==> config.mk <==
export PLATFORM = sky130hd
export DESIGN_NAME = axi_slave_mem
export DESIGN_NICKNAME = d
export VERILOG_FILES = /design/src/rtl/axi_slave_mem_pkg.sv /design/src/rtl/axi_slave_mem_mem.sv /design/src/rtl/axi_slave_mem.sv
export SDC_FILE = /design/constraint.sdc
export NUM_CORES = 2
export LEC_CHECK = 0
export ABC_AREA = 1
export ABC_CLOCK_PERIOD_IN_PS = 7650
export BUFFER_PORTS_ARGS = -buffer_cell sky130_fd_sc_hd__buf_2
export CORE_MARGIN = 2
export CORE_UTILIZATION = 56
export DETAILED_ROUTE_END_ITERATION = 12
export PLACE_DENSITY = 0.72
export SYNTH_ARGS = -nofsm -noshare
export SYNTH_HDL_FRONTEND = slang
export SYNTH_SLANG_ARGS = --single-unit
==> constraint.sdc <==
create_clock -name clk -period 7.65 [get_ports clk]
set_input_delay 0.765 -clock clk [delete_from_list [all_inputs] [get_ports clk]]
set_output_delay 0.765 -clock clk [all_outputs]
set_load 0.005 [all_outputs]
==> src/rtl/axi_slave_mem_pkg.sv <==
// axi_slave_mem_pkg
// Shared definitions for the simplified AXI-style bus: field widths, bit
// positions of the packed channel fields, response codes and the state
// encodings of the slave's read and write FSMs. Both bus ends import this
// so the field packing stays identical on each side.
package axi_slave_mem_pkg;

  localparam int ADDR_W = 8;
  localparam int LEN_W  = 4;
  localparam int ID_W   = 4;
  localparam int DATA_W = 8;

  // ARIN = {ARADDR, ARLEN, ARID}
  localparam int AR_W        = ADDR_W + LEN_W + ID_W;
  localparam int AR_ID_LSB   = 0;
  localparam int AR_LEN_LSB  = ID_W;
  localparam int AR_ADDR_LSB = ID_W + LEN_W;

  // AWIN = {AWADDR, AWID}
  localparam int AW_W        = ADDR_W + ID_W;
  localparam int AW_ID_LSB   = 0;
  localparam int AW_ADDR_LSB = ID_W;

  // ROUT = {RDATA, RRESP}
  localparam int ROUT_W     = DATA_W + 1;
  localparam int R_RESP_BIT = 0;
  localparam int R_DATA_LSB = 1;

  // BRESP = {BID, BERR}
  localparam int BRESP_W   = ID_W + 1;
  localparam int B_ERR_BIT = 0;
  localparam int B_ID_LSB  = 1;

  localparam logic RESP_OK  = 1'b0;
  localparam logic RESP_ERR = 1'b1;

  typedef enum logic [1:0] {R_IDLE, R_ADDR, R_DATA} r_state_t;
  typedef enum logic [1:0] {W_IDLE, W_ADDR, W_DATA, W_RESP} w_state_t;

  // True when a bus address maps onto an implemented memory byte.
  function automatic logic in_range(input logic [ADDR_W-1:0] addr, input int depth);
    return int'(addr) < depth;
  endfunction

endpackage

==> src/rtl/axi_slave_mem_mem.sv <==
// slave_mem
// DEPTH x 8 byte array: one synchronous write port, one asynchronous read
// port. Out-of-range gating is done by the caller.
//   clk    in  clock
//   we     in  write enable (write on rising edge)
//   waddr  in  write index
//   wdata  in  write byte
//   raddr  in  read index
//   rdata  out read byte (combinational)
module slave_mem
  import axi_slave_mem_pkg::*;
#(
  parameter int DEPTH = 256,
  parameter int IDX_W = 8
) (
  input  logic              clk,
  input  logic              we,
  input  logic [IDX_W-1:0]  waddr,
  input  logic [DATA_W-1:0] wdata,
  input  logic [IDX_W-1:0]  raddr,
  output logic [DATA_W-1:0] rdata
);

  logic [DATA_W-1:0] mem [DEPTH];

  // NOTE: the array has no reset; contents persist across rst, and a reset
  // loop over every entry would stop it mapping onto plain RAM.
  always_ff @(posedge clk) begin
    if (we) mem[waddr] <= wdata;
  end

  // Asynchronous read: a same-cycle write lands at the edge, so a read
  // sampled at that edge still sees the old byte (read-first).
  assign rdata = mem[raddr];

endmodule

==> src/rtl/axi_slave_mem.sv <==
// axi_slave_mem
// Responder end of the simplified AXI-style bus. Services read bursts
// (AR/R) and write bursts (AW/W/B) from an internal byte memory. The read
// and write FSMs are independent and may run concurrently.
//   clk, rst          clock; asynchronous active-high reset
//   ARVALID/ARIN      read request {addr, len, id}; ARREADY accept pulse
//   RVALID/ROUT/RLAST read beat {data, resp}; RREADY master accept
//   AWVALID/AWIN      write request {addr, id}; AWREADY accept pulse
//   WVALID/WDATA/WLAST write beat; WREADY slave accepts beats
//   BVALID/BRESP      write response {id, err}; BREADY master accept
module axi_slave_mem
  import axi_slave_mem_pkg::*;
#(
  parameter int DEPTH = 256
) (
  input  logic               clk,
  input  logic               rst,
  input  logic               ARVALID,
  input  logic [AR_W-1:0]    ARIN,
  output logic               ARREADY,
  output logic               RVALID,
  input  logic               RREADY,
  output logic [ROUT_W-1:0]  ROUT,
  output logic               RLAST,
  input  logic               AWVALID,
  input  logic [AW_W-1:0]    AWIN,
  output logic               AWREADY,
  input  logic               WVALID,
  input  logic [DATA_W-1:0]  WDATA,
  input  logic               WLAST,
  output logic               WREADY,
  output logic               BVALID,
  input  logic               BREADY,
  output logic [BRESP_W-1:0] BRESP
);

  localparam int IDX_W = (DEPTH > 1) ? $clog2(DEPTH) : 1;

  r_state_t          r_state;
  logic [ADDR_W-1:0] r_addr;
  logic [LEN_W-1:0]  r_cnt;    // beats remaining after the presented one
  w_state_t          w_state;
  logic [ADDR_W-1:0] w_addr;
  logic [ID_W-1:0]   w_id;
  logic              w_err;

  logic [ADDR_W-1:0] rd_addr;
  logic [DATA_W-1:0] mem_rdata;
  logic [ROUT_W-1:0] rd_beat;
  logic              w_in_range;
  logic              mem_we;

  // The R channel carries no id, so the read id has no consumer.
  logic unused_ar_id;
  assign unused_ar_id = ^ARIN[AR_ID_LSB +: ID_W];

  // While a beat is presented, the memory is already looking at the next
  // address so ROUT can reload on the transfer edge.
  assign rd_addr = (r_state == R_DATA) ? r_addr + ADDR_W'(1) : r_addr;

  // NOTE: always_comb gives every output a default first, so no path
  // leaves a signal unassigned and no latch is inferred.
  always_comb begin
    rd_beat = {DATA_W'(0), RESP_ERR};
    if (in_range(rd_addr, DEPTH)) rd_beat = {mem_rdata, RESP_OK};
  end

  assign w_in_range = in_range(w_addr, DEPTH);
  assign mem_we     = (w_state == W_DATA) && WVALID && w_in_range;

  slave_mem #(.DEPTH(DEPTH), .IDX_W(IDX_W)) u_mem (
    .clk   (clk),
    .we    (mem_we),
    .waddr (w_addr[IDX_W-1:0]),
    .wdata (WDATA),
    .raddr (rd_addr[IDX_W-1:0]),
    .rdata (mem_rdata)
  );

  // NOTE: state registers use non-blocking assignments so every flop
  // samples pre-edge values regardless of statement order.
  always_ff @(posedge clk or posedge rst) begin
    if (rst) begin
      r_state <= R_IDLE;
      r_addr  <= '0;
      r_cnt   <= '0;
      ARREADY <= 1'b0;
      RVALID  <= 1'b0;
      ROUT    <= '0;
      RLAST   <= 1'b0;
    end else begin
      case (r_state)
        R_IDLE: if (ARVALID) begin
          r_addr  <= ARIN[AR_ADDR_LSB +: ADDR_W];
          r_cnt   <= ARIN[AR_LEN_LSB +: LEN_W];
          ARREADY <= 1'b1;
          r_state <= R_ADDR;
        end
        R_ADDR: begin
          ARREADY <= 1'b0;
          RVALID  <= 1'b1;
          ROUT    <= rd_beat;
          RLAST   <= (r_cnt == '0);
          r_state <= R_DATA;
        end
        R_DATA: if (RREADY) begin
          if (RLAST) begin
            RVALID  <= 1'b0;
            RLAST   <= 1'b0;
            ROUT    <= '0;
            r_state <= R_IDLE;
          end else begin
            r_addr <= r_addr + ADDR_W'(1);
            r_cnt  <= r_cnt - LEN_W'(1);
            ROUT   <= rd_beat;
            RLAST  <= (r_cnt == LEN_W'(1));
          end
        end
        default: r_state <= R_IDLE;
      endcase
    end
  end

  always_ff @(posedge clk or posedge rst) begin
    if (rst) begin
      w_state <= W_IDLE;
      w_addr  <= '0;
      w_id    <= '0;
      w_err   <= 1'b0;
      AWREADY <= 1'b0;
      WREADY  <= 1'b0;
      BVALID  <= 1'b0;
      BRESP   <= '0;
    end else begin
      case (w_state)
        W_IDLE: if (AWVALID) begin
          w_addr  <= AWIN[AW_ADDR_LSB +: ADDR_W];
          w_id    <= AWIN[AW_ID_LSB +: ID_W];
          w_err   <= 1'b0;
          AWREADY <= 1'b1;
          w_state <= W_ADDR;
        end
        W_ADDR: begin
          AWREADY <= 1'b0;
          WREADY  <= 1'b1;
          w_state <= W_DATA;
        end
        W_DATA: if (WVALID) begin
          w_addr <= w_addr + ADDR_W'(1);
          if (!w_in_range) w_err <= 1'b1;
          if (WLAST) begin
            // Fold in the final beat's range check, which w_err has not seen yet.
            WREADY  <= 1'b0;
            BVALID  <= 1'b1;
            BRESP   <= {w_id, w_err | ~w_in_range};
            w_state <= W_RESP;
          end
        end
        W_RESP: if (BREADY) begin
          BVALID  <= 1'b0;
          BRESP   <= '0;
          w_state <= W_IDLE;
        end
        default: w_state <= W_IDLE;
      endcase
    end
  end

endmodule

# [After elaboration in Yosys (flattened, before gate mapping)]
# Memories as Yosys holds them, arrays and structs flattened.
# Index checks and enable logic that the tools add are counted.
# W data, S select, Z words.
[totals] register_bits=48 mem_bits_rw=2048 inputBits=44 output_inout_bits=20 elab_cells=101 mem_count=1
[op_classes] n_addsub=3 eq_ne=14 n_mux=47 reduce_logical=22
[mem_list] name="u_mem.mem" depth=256 word_bits=8 rd=1 rd_clocked_by_memory_dff=0 wr=1 line="axi_slave_mem_mem.sv:24" text="logic [DATA_W-1:0] mem [DEPTH];"
[op_table] operator="$mux W8" n=6
[op_table] operator="$pmux W8 S2" n=2
[op_table] operator="$mux W9" n=2
[op_table] operator="$pmux W9 S2" n=1
[op_table] operator="$add A8 B1 Y8 const B" n=2
[op_table] operator="$ne A2 B2 Y1 const B" n=8
[op_table] operator="$mux W5" n=3
[op_table] operator="$mux W2" n=7
[op_table] operator="$reduce_bool A2 Y1" n=7
[op_table] operator="$mux W1" n=13
[op_table] operator="$mux W4" n=3
[op_table] operator="$pmux W1 S2" n=6
[op_table] operator="$reduce_and A3 Y1" n=4
[op_table] operator="$reduce_and A4 Y1" n=3
[op_table] operator="$pmux W5 S2" n=1
[op_table] operator="$pmux W2 S4" n=1
[op_table] operator="$pmux W4 S2" n=1
[op_table] operator="$reduce_and A2 Y1" n=4
[op_table] operator="$eq A2 B2 Y1 const B" n=3
[op_table] operator="$pmux W2 S3" n=1
[op_table] operator="$eq A2 B1 Y1 const B" n=2
[op_table] operator="$eq A4 B1 Y1 const B" n=1
[op_table] operator="$logic_not A2 Y1" n=2
[op_table] operator="$logic_not A4 Y1" n=1
[op_table] operator="2 further kinds" n=2

# [Depth between registers and ports, before layout]
# An unclocked memory read counts as a cell.
[depth] depth_word=6 mapped_depth=20 mapped_depth_nobuf=17

# [By module]
# Synthesis repeated with hierarchy kept, for this count alone.
[hier_totals] hier_cells=7353 area_unflattened_um2=85922.4
[modules_own_cells] mod="slave_mem" instances=1 cells_per_inst=6995 area_each_um2=83236.1 seq_area_each_um2=61499.0
[modules_own_cells] mod="axi_slave_mem" instances=1 cells_per_inst=358 area_each_um2=2686.3 seq_area_each_um2=1151.1

# [Least setup slack after synthesis]
# No wires, ideal clock.
[synth_timing] path_type="flip-flop to flip-flop" from="register w_state[0]" to="memory u_mem.mem[176][0] (enable)" setup_ns=0.370 arrival_time_ns=2.122 t_required_ns=7.280 setup_slack_ns=5.157 stages_incl_launch_ff=10 period_less_slack_ns=2.493 path_cell_list="dfrtp_1 > inv_1 > ha_1 > clkbuf_1 > nand2_1 > clkinv_1 > clkbuf_1 > nand3_1 > clkbuf_1 > nor2_1"
[synth_via] elab_chain_len=4
[synth_lines] item="from (decl)" line="axi_slave_mem.sv:42" text="w_state_t w_state;"
[synth_lines] item="from (signal assigned)" line="axi_slave_mem.sv:126" text="w_state <= W_IDLE;"
[synth_lines] item="from (signal assigned)" line="axi_slave_mem.sv:141" text="w_state <= W_ADDR;"
[synth_lines] item="from (signal assigned)" line="axi_slave_mem.sv:146" text="w_state <= W_DATA;"
[synth_lines] item="$eq A2 B2 Y1" line="axi_slave_mem.sv:69" text="assign mem_we = (w_state == W_DATA) && WVALID && w_in_range;"
[synth_lines] item="$logic_and A1 B1 Y1" line="axi_slave_mem.sv:69"
[synth_lines] item="$mux W1" line="axi_slave_mem_mem.sv:29" text="if (we) mem[waddr] <= wdata;"
[synth_lines] item="$mux W1 (not written as such)" line="axi_slave_mem_mem.sv:29"
[synth_lines] item="to (decl)" line="axi_slave_mem_mem.sv:24"
# Every way passes these cells.

# [Worst setup path after layout]
[layout_timing] from="register r_state[1]" to="register ROUT[3]"
[layout_via] elab_chain_len=6 elab_cells_between_ends=10 classes_between="3 x eq/ne; 4 x mux; 2 x reduce/logical; 1 x memory"
[layout_lines] item="from (decl)" line="axi_slave_mem.sv:39" text="r_state_t r_state;"
[layout_lines] item="from (signal assigned)" line="axi_slave_mem.sv:84" text="r_state <= R_IDLE;"
[layout_lines] item="from (signal assigned)" line="axi_slave_mem.sv:97" text="r_state <= R_ADDR;"
[layout_lines] item="from (signal assigned)" line="axi_slave_mem.sv:104" text="r_state <= R_DATA;"
[layout_lines] item="$eq A2 B2 Y1" line="axi_slave_mem.sv:59, axi_slave_mem.sv:92"
[layout_lines] item="$mux W8" line="axi_slave_mem.sv:59" text="assign rd_addr = (r_state == R_DATA) ? r_addr + ADDR_W'(1) : r_addr;"
[layout_lines] item="$mem_v2 Z256 W8"
[layout_lines] item="$mux W9" line="axi_slave_mem.sv:107" text="if (RLAST) begin"
[layout_lines] item="$mux W9" line="axi_slave_mem.sv:106" text="R_DATA: if (RREADY) begin"
[layout_lines] item="$pmux W9 S2" line="axi_slave_mem.sv:92" text="case (r_state)"
[layout_lines] item="to (signal assigned)" line="axi_slave_mem.sv:102" text="ROUT <= rd_beat;"
[layout_lines] item="to (signal assigned)" line="axi_slave_mem.sv:115" text="ROUT <= rd_beat;"
[layout_lines] item="to (decl)" line="axi_slave_mem.sv:23" text="output logic [ROUT_W-1:0] ROUT,"
# Several ways; a longest one is shown, not always the timed one. The select of a mux whose other input is x is not followed.
# A chain may end at the register's enable or synchronous reset.

==> impl_metrics.yaml <==
cells_and_area:
  layout_common_cells: "nand3_1, edfxtp_1, nand2_1"
  syn_to_final_growth_pct: 9.08
  design_area_sq_um: 94900
  layout-drive-gt1-share_pct: 6.43
  mostFrequentLayoutCell: "nand3_1"
  finalNetCount: 7294
placement:
  hpwl_um: 119000
  portBuffers: 57
  place_area_sq_um: 88300
  place_congestion: 0.866
critical_path:
  crit_fanout: 115
  cp_top_family: "simple AND/OR/NAND/NOR gates"
  r2r_start: "r_state[1]"
  cp.arrival_ns: 6.00
  slowest_stage: "buf_4"
  cpPeakStageDelay_ns: 0.81
  crit_chain: "nand2_4 > nand2_8 > nand2_8 > buf_4 > buf_4 > nand2_1 > nand3_1 > nand3_1 > nand3_1 > nand2_1 > nand2_1 > nand3_1 > nand3_1 > nand2_1 > nand2_1 > nand3_1 > nand2_1"
  required_ns: 8.41
  worstSetupPathType: "reg -> reg"
  start_kind: "flop"
  cp-end-kind: "flop"
  worstSetupStartpoint: "r_state[1]"
  cp_num_buf_inv: 2
timing:
  tightest_slew_ns: 1.30
  final_hold_viol_count: 0
  period_share_pct: 68.5
  rsz0062_at_grt: "false"
  finalSetupViolCount: 0
  fin_skew_ns: 0.0273
  max_freq_mhz: 191
  maxSlewViolCount: 0
  setup_tns_ns: 0
  relSlewSlack_pct: 13.1
  finalCriticalPeriod_ns: 5.24
global_route:
  track_usage_pct: 28.8
  grt_max_degree: 189
  grt_pass1_vias: 56624
  grt-ovfl-total: 0
  antenna_found_initial: 5
  grt_pass1_wl_um: 344000
detailed_routing:
  drt_iter0_markers: 8108
  antenna_left: 0
  vias: 59423
  wl_per_cell_um: 24.3
  totalWireLength_um: 230000
  drc: 0
  avgViaCountPerCell: 6.29
  drt_pass1_iterations: 6
synth:
  synth-seq-area-share_pct: 72.0
  synth_cell_type_count: 36
  netlist_instances: 7451
  synth.cell_area_sq_um: 87000
  ys_seq_elements: 2094
  ys_warn_count: 0
  syn_avg_cell_area_sq_um: 11.7
  synth_area_leaders: "edfxtp_1, nand3_1, nand2_1"
  netlist.area_leader.share_pct: 70.7
  yosysTopAreaCell: "edfxtp_1"
die:
  die_width_um: 398
  die_y_um: 398
  io_pins: 64
  start_util_pct: 56.4
  die_area_sq_um: 159000
  design.core.area_sq_um: 154000
  rows: 144
pwr:
  pwr-share-seq_pct: 29.9
  p_leak_nw: 33.0
  p_sw_share_pct: 44.9
  clkPwrFrac_pct: 22.9
  power.switching_mw: 19.4
  p_int_mw: 23.8
  ir_worst_vdd_uv: 596
  p_per_area_nw_per_um2: 455
  power_frac_comb_pct: 47.2
worst_hold_path:
  hold_start: "AWIN[2]"
  hold_class: "in -> reg"
clocking:
  htreeDepth: 4
  path_clk_slew_ns: 0.06
  cts_resized: 0
  cts_root_buf: "clkbuf_16"
  cts.sinks: 2094
  cts-buffers-inserted: 201
  clock_latency_ns: 0.83
  holdBufCountCts: 0
  cts_tree: "yes"
  postCtsSetupBuffers: 0
  ctsLongestPathBuffers: 3
run:
  maxCapViolCount: 0
status:
  status: "finished clean"
==> cells by family (layout without fill, tap and decap cells) <==
| family | count (synthesis) | in the layout | share of synthesized area, % |
|---|---|---|---|
| buf+inv | 642 | 596 | 3.40 |
| simple gates | 4630 | 4630 | 23.9 |
| other cells | 1 | 5 | 0.00431 |
| compound gates | 71 | 71 | 0.476 |
| flops | 2094 | 2094 | 72.0 |
| xor+xnor | 2 | 2 | 0.0201 |
| fa+ha+maj | 11 | 11 | 0.158 |
==> per-layer routing <==
layer | part of all wire [%] | wire, um | global-route usage [%]
met5 | 0 | 0 | 0
met4 | 4.1 | 9340 | 12.2
met3 | 11 | 25400 | 5.87
met2 | 47 | 107000 | 44.8
met1 | 38 | 88100 | 40.0
==> cell type report <==
cell class | instances | area [sq um]
Tap cell | 2044 | 2560
Sequential cell | 2094 | 62700
Clock buffer | 268 | 5610
Antenna cell | 3 | 7.51
Multi-Input combinational cell | 4716 | 21500
Timing Repair Buffer | 156 | 1280
Clock inverter | 102 | 960
Fill cell | 11688 | 59300
Inverter | 70 | 285
==> tightest hold or removal path: cells and delay by family <==
family        cells  cell delay [ns]
simple gates      2             0.10
buf+inv           1             0.08
==> Yosys cell counts <==
master,n
nand3_1,2691
edfxtp_1,2048
nand2_1,1636
buf_2,367
nor2_1,278
clkbuf_1,155
inv_1,63
dfrtp_1,46
o21ai_0,36
buf_1,30
buf_4,17
nor3_1,13
a21oi_1,11
ha_1,11
inv_2,6
o211ai_1,6
nand4_1,5
o22ai_1,5
buf_6,3
nand2_4,3
a22oi_1,2
nand3b_1,2
o21ai_2,2
o221ai_1,2
xor2_1,2
a21oi_2,1
a2bb2oi_1,1
a31oi_1,1
a32oi_1,1
clkinv_1,1
conb_1,1
nand2_2,1
nand3_2,1
o21ai_1,1
o21bai_1,1
o31ai_1,1
==> state kept, by name, indices dropped and copies added, names as in the netlist <==
| name | flops |
|---|---|
| u_mem.mem | 2048 |
| ROUT | 8 |
| r_addr | 8 |
| w_addr | 8 |
| BRESP | 4 |
| r_cnt | 4 |
| w_id | 4 |
| r_state | 2 |
| w_state | 2 |
| ARREADY | 1 |
| AWREADY | 1 |
| BVALID | 1 |
| RLAST | 1 |
| RVALID | 1 |
| WREADY | 1 |
==> stage by stage <==
step                instances  util (%)  setup WS, ns  total power, mW  hold slack [ns]
floorplan                7452         -          5.16             26.9            0.443
global placement         9080      57.3          2.54             32.8            0.449
detailed placement       9080      57.3          2.51             33.1            0.466
CTS                      9450      61.5          2.48             42.9            0.119
global route             9450      61.5          2.12             45.4            0.153
finish                   9453      61.5          2.41             43.2            0.171
==> worst paths after layout <==
kind,slack [ns],endpoint,cells after the start
worst max-delay path,2.41,ROUT[3],17
worst min-delay path,0.17,w_id[2],3
worst max register to register,2.41,ROUT[3],17
worst min register to register,0.48,r_state[0],1
max in group asynchronous,6.91,ROUT[5],3
min in group asynchronous,0.20,RLAST,3
==> power groups by stage <==
stage,Sequential (mW),Clock [mW],Combinational (mW)
after floorplan,13.1,0,13.8
after global placement,13.2,0,19.6
after detailed placement,13.2,0,19.9
after CTS,12.9,9.95,20.0
after global routing,12.9,10.4,22.1
final,12.9,9.90,20.4
Note: power is estimated with default switching activity, not from simulation.
